### config.mk
export PLATFORM = sky130hd
export DESIGN_NAME = tagged_fetch_unit
export DESIGN_NICKNAME = d
export VERILOG_FILES = /design/src/rtl/tagged_fetch_unit.sv
export SDC_FILE = /design/constraint.sdc
export NUM_CORES = 1
export LEC_CHECK = 0
export CAP_MARGIN = 5
export CORE_ASPECT_RATIO = 0.6
export CORE_MARGIN = 3
export CORE_UTILIZATION = 55
export CTS_CLUSTER_DIAMETER = 40
export CTS_CLUSTER_SIZE = 28
export DETAILED_ROUTE_END_ITERATION = 10
export GPL_ROUTABILITY_DRIVEN = 0
export GPL_TIMING_DRIVEN = 1
export PLACE_DENSITY = 0.83
export SETUP_SLACK_MARGIN = 0.05
export SLEW_MARGIN = 20
export SYNTH_ARGS = -nofsm -noshare
export SYNTH_HDL_FRONTEND = slang
export SYNTH_SLANG_ARGS = --single-unit
### constraint.sdc
create_clock -name CLK -period 7.16 [get_ports CLK]
set_input_delay 0.716 -clock CLK [delete_from_list [all_inputs] [get_ports CLK]]
set_output_delay 0.716 -clock CLK [all_outputs]
set_load 0.005 [all_outputs]
### src/rtl/tagged_fetch_unit.sv
// rtl/tagged_fetch_unit.sv - fetch stage with BTB/2-bit predictor, return stack and fetch queue
module tagged_fetch_unit #(
  parameter logic [15:0] PC_RESET_VAL = 16'h0,
  parameter int PC_W = 14,
  parameter int BTB_ENTRIES = 8,
  parameter int RAS_DEPTH = 4,
  parameter int FQ_DEPTH = 4,
  localparam int LB = $clog2(BTB_ENTRIES),
  localparam int LR = $clog2(RAS_DEPTH),
  localparam int LQ = $clog2(FQ_DEPTH)
) (
  input  logic            CLK,
  input  logic            RST,
  input  logic            upd_valid,
  input  logic [PC_W-1:0] upd_PC,
  input  logic [PC_W-1:0] upd_target,
  input  logic            upd_taken,
  input  logic            take_resolved,
  input  logic [PC_W-1:0] resolved_PC,
  input  logic [LR-1:0]   resolved_RAS_ptr,
  input  logic [LR:0]     resolved_RAS_cnt,
  input  logic            icache_hit,
  input  logic [31:0]     icache_load,
  output logic            icache_REN,
  output logic [31:0]     icache_addr,
  output logic            icache_halt,
  input  logic            core_control_halt,
  output logic            fq_valid,
  input  logic            fq_ready,
  output logic [31:0]     fq_instr,
  output logic [PC_W-1:0] fq_PC,
  output logic [PC_W-1:0] fq_nPC,
  output logic [2*LR:0]   fq_RAS_ckpt
);
  localparam logic [5:0] OP_RTYPE = 6'h00;
  localparam logic [5:0] OP_J     = 6'h02;
  localparam logic [5:0] OP_JAL   = 6'h03;
  localparam logic [5:0] OP_BEQ   = 6'h04;
  localparam logic [5:0] OP_BNE   = 6'h05;
  localparam logic [5:0] FN_JR    = 6'h08;

  logic [PC_W-1:0]    pc;
  logic               halted;
  logic               btb_valid  [BTB_ENTRIES];
  logic [PC_W-LB-1:0] btb_tag    [BTB_ENTRIES];
  logic [PC_W-1:0]    btb_target [BTB_ENTRIES];
  logic [1:0]         btb_state  [BTB_ENTRIES];
  logic [PC_W-1:0]    ras_mem    [RAS_DEPTH];
  logic [LR-1:0]      ras_ptr;
  logic [LR:0]        ras_cnt;
  logic [31:0]        fqm_instr  [FQ_DEPTH];
  logic [PC_W-1:0]    fqm_pc     [FQ_DEPTH];
  logic [PC_W-1:0]    fqm_npc    [FQ_DEPTH];
  logic [2*LR:0]      fqm_ckpt   [FQ_DEPTH];
  logic [LQ-1:0]      fq_head, fq_tail;
  logic [LQ:0]        fq_count;

  logic [5:0]      opcode, funct;
  logic            is_br, is_j, is_jal, is_jr;
  logic [LB-1:0]   idx, uidx;
  logic            btb_hit, upd_match;
  logic [PC_W-1:0] pc_inc, ras_top, npc;
  logic [LR-1:0]   ras_top_ptr;
  logic            fq_full, push_go, pop_go;

  assign opcode      = icache_load[31:26];
  assign funct       = icache_load[5:0];
  assign is_br       = (opcode == OP_BEQ) || (opcode == OP_BNE);
  assign is_jal      = (opcode == OP_JAL);
  assign is_j        = (opcode == OP_J) || is_jal;
  assign is_jr       = (opcode == OP_RTYPE) && (funct == FN_JR);
  assign idx         = pc[LB-1:0];
  assign uidx        = upd_PC[LB-1:0];
  assign btb_hit     = btb_valid[idx] && (btb_tag[idx] == pc[PC_W-1:LB]);
  assign upd_match   = btb_valid[uidx] && (btb_tag[uidx] == upd_PC[PC_W-1:LB]);
  assign pc_inc      = pc + PC_W'(1);
  // ras_ptr names the next free slot, so the top of stack sits one below it
  assign ras_top_ptr = ras_ptr - LR'(1);
  assign ras_top     = ras_mem[ras_top_ptr];

  always_comb begin
    npc = pc_inc;
    if (is_br) begin
      if (btb_hit && btb_state[idx][1]) npc = btb_target[idx];
    end else if (is_j) begin
      npc = icache_load[PC_W-1:0];
    end else if (is_jr) begin
      if (ras_cnt != '0) npc = ras_top;
    end
  end

  assign fq_full     = (fq_count == (LQ+1)'(FQ_DEPTH));
  assign fq_valid    = (fq_count != '0);
  assign icache_REN  = ~halted & ~fq_full;
  assign icache_addr = 32'({pc, 2'b00});
  assign icache_halt = halted;
  assign push_go     = icache_hit & icache_REN & ~take_resolved;
  assign pop_go      = fq_valid & fq_ready & ~take_resolved;

  assign fq_instr    = fqm_instr[fq_head];
  assign fq_PC       = fqm_pc[fq_head];
  assign fq_nPC      = fqm_npc[fq_head];
  assign fq_RAS_ckpt = fqm_ckpt[fq_head];

  always_ff @(posedge CLK) begin
    if (RST) begin
      pc       <= PC_W'(PC_RESET_VAL[15:2]);
      halted   <= 1'b0;
      ras_ptr  <= '0;
      ras_cnt  <= '0;
      fq_head  <= '0;
      fq_tail  <= '0;
      fq_count <= '0;
      for (int i = 0; i < BTB_ENTRIES; i++) begin
        btb_valid[i] <= 1'b0;
        btb_state[i] <= 2'b01;
      end
    end else begin
      if (upd_valid) begin
        btb_valid[uidx]  <= 1'b1;
        btb_tag[uidx]    <= upd_PC[PC_W-1:LB];
        btb_target[uidx] <= upd_target;
        if (!upd_match)
          btb_state[uidx] <= upd_taken ? 2'b10 : 2'b01;
        else if (upd_taken && btb_state[uidx] != 2'b11)
          btb_state[uidx] <= btb_state[uidx] + 2'b01;
        else if (!upd_taken && btb_state[uidx] != 2'b00)
          btb_state[uidx] <= btb_state[uidx] - 2'b01;
      end
      if (core_control_halt) halted <= 1'b1;
      if (take_resolved) begin
        pc       <= resolved_PC;
        ras_ptr  <= resolved_RAS_ptr;
        ras_cnt  <= resolved_RAS_cnt;
        fq_head  <= '0;
        fq_tail  <= '0;
        fq_count <= '0;
      end else begin
        if (push_go) begin
          pc                 <= npc;
          fqm_instr[fq_tail] <= icache_load;
          fqm_pc[fq_tail]    <= pc;
          fqm_npc[fq_tail]   <= npc;
          fqm_ckpt[fq_tail]  <= {ras_ptr, ras_cnt};
          fq_tail            <= fq_tail + LQ'(1);
          if (is_jal) begin
            ras_mem[ras_ptr] <= pc_inc;
            ras_ptr          <= ras_ptr + LR'(1);
            if (ras_cnt != (LR+1)'(RAS_DEPTH)) ras_cnt <= ras_cnt + (LR+1)'(1);
          end else if (is_jr && ras_cnt != '0) begin
            ras_ptr <= ras_top_ptr;
            ras_cnt <= ras_cnt - (LR+1)'(1);
          end
        end
        if (pop_go) fq_head <= fq_head + LQ'(1);
        case ({push_go, pop_go})
          2'b10:   fq_count <= fq_count + (LQ+1)'(1);
          2'b01:   fq_count <= fq_count - (LQ+1)'(1);
          default: fq_count <= fq_count;
        endcase
      end
    end
  end
endmodule
==> impl_results.md <==
- Tcrit/Tclk final: 56.0%
- DIE HEIGHT: 168 um
- Final Slew Violations: 0
- Maxcap violations: 0
- Post-synth top cells: 532 x edfxtp_1, 129 x mux4_2, 68 x mux2i_1
- Worst-margin pin slew: 1.12 ns
- Placed wire-length estimate: 37000 um
- CP Capture Type: register
- Post-layout min period: 4.01 ns
- Post-DR wirelength/cell: 27.0 um
- CP Cell Sequence: clkdlybuf4s50_1, nor2b_1, a22oi_1, a21o_1, a2111oi_4, nand4_2, nor3_1, nand2b_1, nand2_1
- WS Path Type: in2reg
- Setup-failing EPs final: 0
- Port bufs: 168
- DRT Wirelength: 56200 um
- Max VDD drop: 0.183 mV
- CTS max path bufs: 3
- Post-CTS Setup Repair Bufs: 0
- Share of cells above drive strength 1: 17.7%
- Compound-gate portion of the synthesized area: 4.09%
- Share of the synthesized area in the top cell type: 66.7%
- Hold-fix buffers, CTS: 0
- Status: finished, final reports clean
- CP startpoint kind: input port
- EDFF count, synth: 532
- Count leader, synth: edfxtp_1
- Leading register cell type out of synthesis: edfxtp_1
- Hold WS: 0.490 ns
- Synthesized area per cell: 18.2 sq um
- Final routed DRC violation total: 0
- Cells after DPL: 2009
- Async SR Flop Fraction: 0%
- Pre-antenna DRT Iters: 5
- Max_slew headroom: 25.4%
- Max Freq: 0.249 GHz
- Required time of the critical path: 7.44 ns
- Final net count: 1583
- Largest area contributor in the netlist: edfxtp_1
- Worst path bufs/invs: 1
- Setup TNS: 0 ns
- Lkg Pwr: 9.01 nW
- Total GRT Usage: 24.7%
- I/O Pins: 187
- Slowest CP cell: clkdlybuf4s50_1
- Initial Utilization: 56.4%
- First-pass GRT wire length: 85200 um
- RSZ-0062 raised after global routing: false
- Root buf cell: clkbuf_16
- Initial antenna violation count: 1
- Clock buffer count from CTS: 41
- PwrDens: 245 nW/um^2
- Area of the core: 42500 sq um
- FP Rows: 58
- CP Max Fanout: 16
- Worst clock skew: 0.0355 ns
- Area Growth Syn to Fin: 15.3%
- ANT cells: 0
- Synth Instances: 1319
- Hold crit path type: reg2reg
- WP data arrival: 4.28 ns
- Synth Warn #: 0
- CTS tree: yes
- Vias in the first global route: 13312
- Adder-cell area share of the yosys netlist: 0.794%
- Largest family of logic cells by synthesized area: multiplexers
- Synth Area in Simple Gates: 5.33%
- Via count: 13380
- Overflow after GRT: 0
- Fill count: 2743
- Clk Latency, worst-skew pair: 0.58 ns
- Hold Vio Cnt, Final: 0
- Die Wd: 275 um
- Mapped cell area: 23900 sq um
- Synth Area in XOR/XNOR: 1.43%
- Clock sink count: 572
- Clock transition at the registers of the reported paths: 0.08 ns
- Vias/cell: 6.42
- Post-synthesis cell type count: 73
- Mux share of post-synthesis cell area: 15.9%
- Cell family with most CP delay: simple AND/OR/NAND/NOR gates
- Top cells by area, synth: edfxtp_1 67%, mux4_2 12%, dfxtp_1 3.3%
- H-tree depth: 2
- Iter 0 DRT Violations: 1741
- Largest net degree at the start of global routing: 60
- Slowest stage delay, CP: 0.77 ns
- #FFs+latches synth: 572
- CTS resizes: 0
- Antenna-violating nets left: 0
- Post-synthesis sequential area ratio: 70.1%
- Final non-filler cell total: 2084
- Die footprint: 46200 sq um
-- power breakdown --
group          switching (mW)  internal [mW]  total (mW)
logic                   0.273          0.221       0.494
registers              0.0553           3.71        3.76
clock network            1.30           1.21        2.51
total                    1.63           5.14        6.76
-- layout by cell type (no fill, tap or decap), drive strengths merged, types with 12 or more instances in the layout --
| master | count |
|---|---|
| a21oi | 15 |
| dfxtp | 40 |
| o21ai | 15 |
| inv | 36 |
| nor2 | 64 |
| ha | 12 |
| a21o | 13 |
| xor2 | 23 |
| conb | 18 |
| nand2 | 56 |
| and2 | 12 |
| a31oi | 12 |
| nand3 | 12 |
| buf | 24 |
| clkinv | 14 |
| nand2b | 19 |
| mux4 | 133 |
| clkdlybuf4s50 | 167 |
| edfxtp | 532 |
| clkbuf | 43 |
| and3 | 16 |
| xnor2 | 16 |
| mux2i | 68 |
-- cells by family (layout without fill, tap and decap cells) --
kind of cell | count (synthesis) | after routing
DFF | 572 | 572
and+or+nand+nor | 243 | 243
muxes | 212 | 212
AOI/OAI and AO/OA | 128 | 128
buffers and inverters | 110 | 288
xor gates and xnor gates | 39 | 39
adders and majority gates | 14 | 14
other | 1 | 18
-- flip-flops by register name, summed over array words and instances, names as in the netlist, named ones only --
name and count:
fqm_instr 128, btb_target 112, btb_tag 88, fqm_npc 56
fqm_pc 56, ras_mem 56, fqm_ckpt 20, btb_state 16
pc 14, btb_valid 8, fq_count 3, ras_cnt 3
fq_head 2, fq_tail 2, ras_ptr 2, icache_halt 1
-- per-layer routing --
metal / wire, um / share of wire, % / vias to the layer above / GRT usage, %
li1: - / - / 5622 / -
met1: 22900 / 41 / 6837 / 38.2
met2: 26000 / 46 / 818 / 36.5
met3: 6090 / 11 / 103 / 5.54
met4: 1110 / 2.0 / 0 / 5.16
met5: 0 / 0 / - / 0
-- layout make-up --
type | count | area [sq um] | area share, %
repair buffers | 191 | 1850 | 6.70
flip-flops and latches | 572 | 16800 | 60.8
clock buffers | 43 | 1050 | 3.82
multi-input cells | 654 | 6700 | 24.3
well taps | 570 | 713 | 2.58
clock inverters | 32 | 430 | 1.56
inverters | 22 | 82.6 | 0.299
-- per-stage QoR --
stage	instance area [sq um]	worst slack (ns)	power, mW	util [%]
3_3_place_gp	26100	2.79	4.30	61.6
5_1_grt	27600	2.88	6.96	65.1
2_1_floorplan	24000	3.06	4.10	-
6_report	27600	3.15	6.76	65.1
3_5_place_dp	26100	2.65	4.32	61.6
4_1_cts	27600	3.10	6.79	65.1
-- worst register-to-register path, delay by kind of cell, from the launching register on --
kind,cells,cell delay (ns)
XOR/XNOR,1,0.23
buffers and inverters,2,0.80
AO/OA/AOI/OAI,2,0.79
AND/OR/NAND/NOR,1,0.58
flip-flops,1,0.64
multiplexers,1,0.65
-- worst paths after layout --
| kind | slack, ns | cells after the start | endpoint | from |
|---|---|---|---|---|
| setup reg to reg | 3.20 | 7 | fqm_npc[3][4]$_DFFE_PP_ | register |
| hold / removal | 0.49 | 1 | btb_valid[7]$_DFF_P_ | btb_valid[7]$_DFF_P_ |
| hold reg to reg | 0.49 | 1 | btb_valid[7]$_DFF_P_ | btb_valid[7]$_DFF_P_ |
| setup / recovery | 3.15 | 9 | btb_state[6][1]$_SDFFCE_PN0P_ | upd_PC[0] |
(Power assumes the default switching activity.)
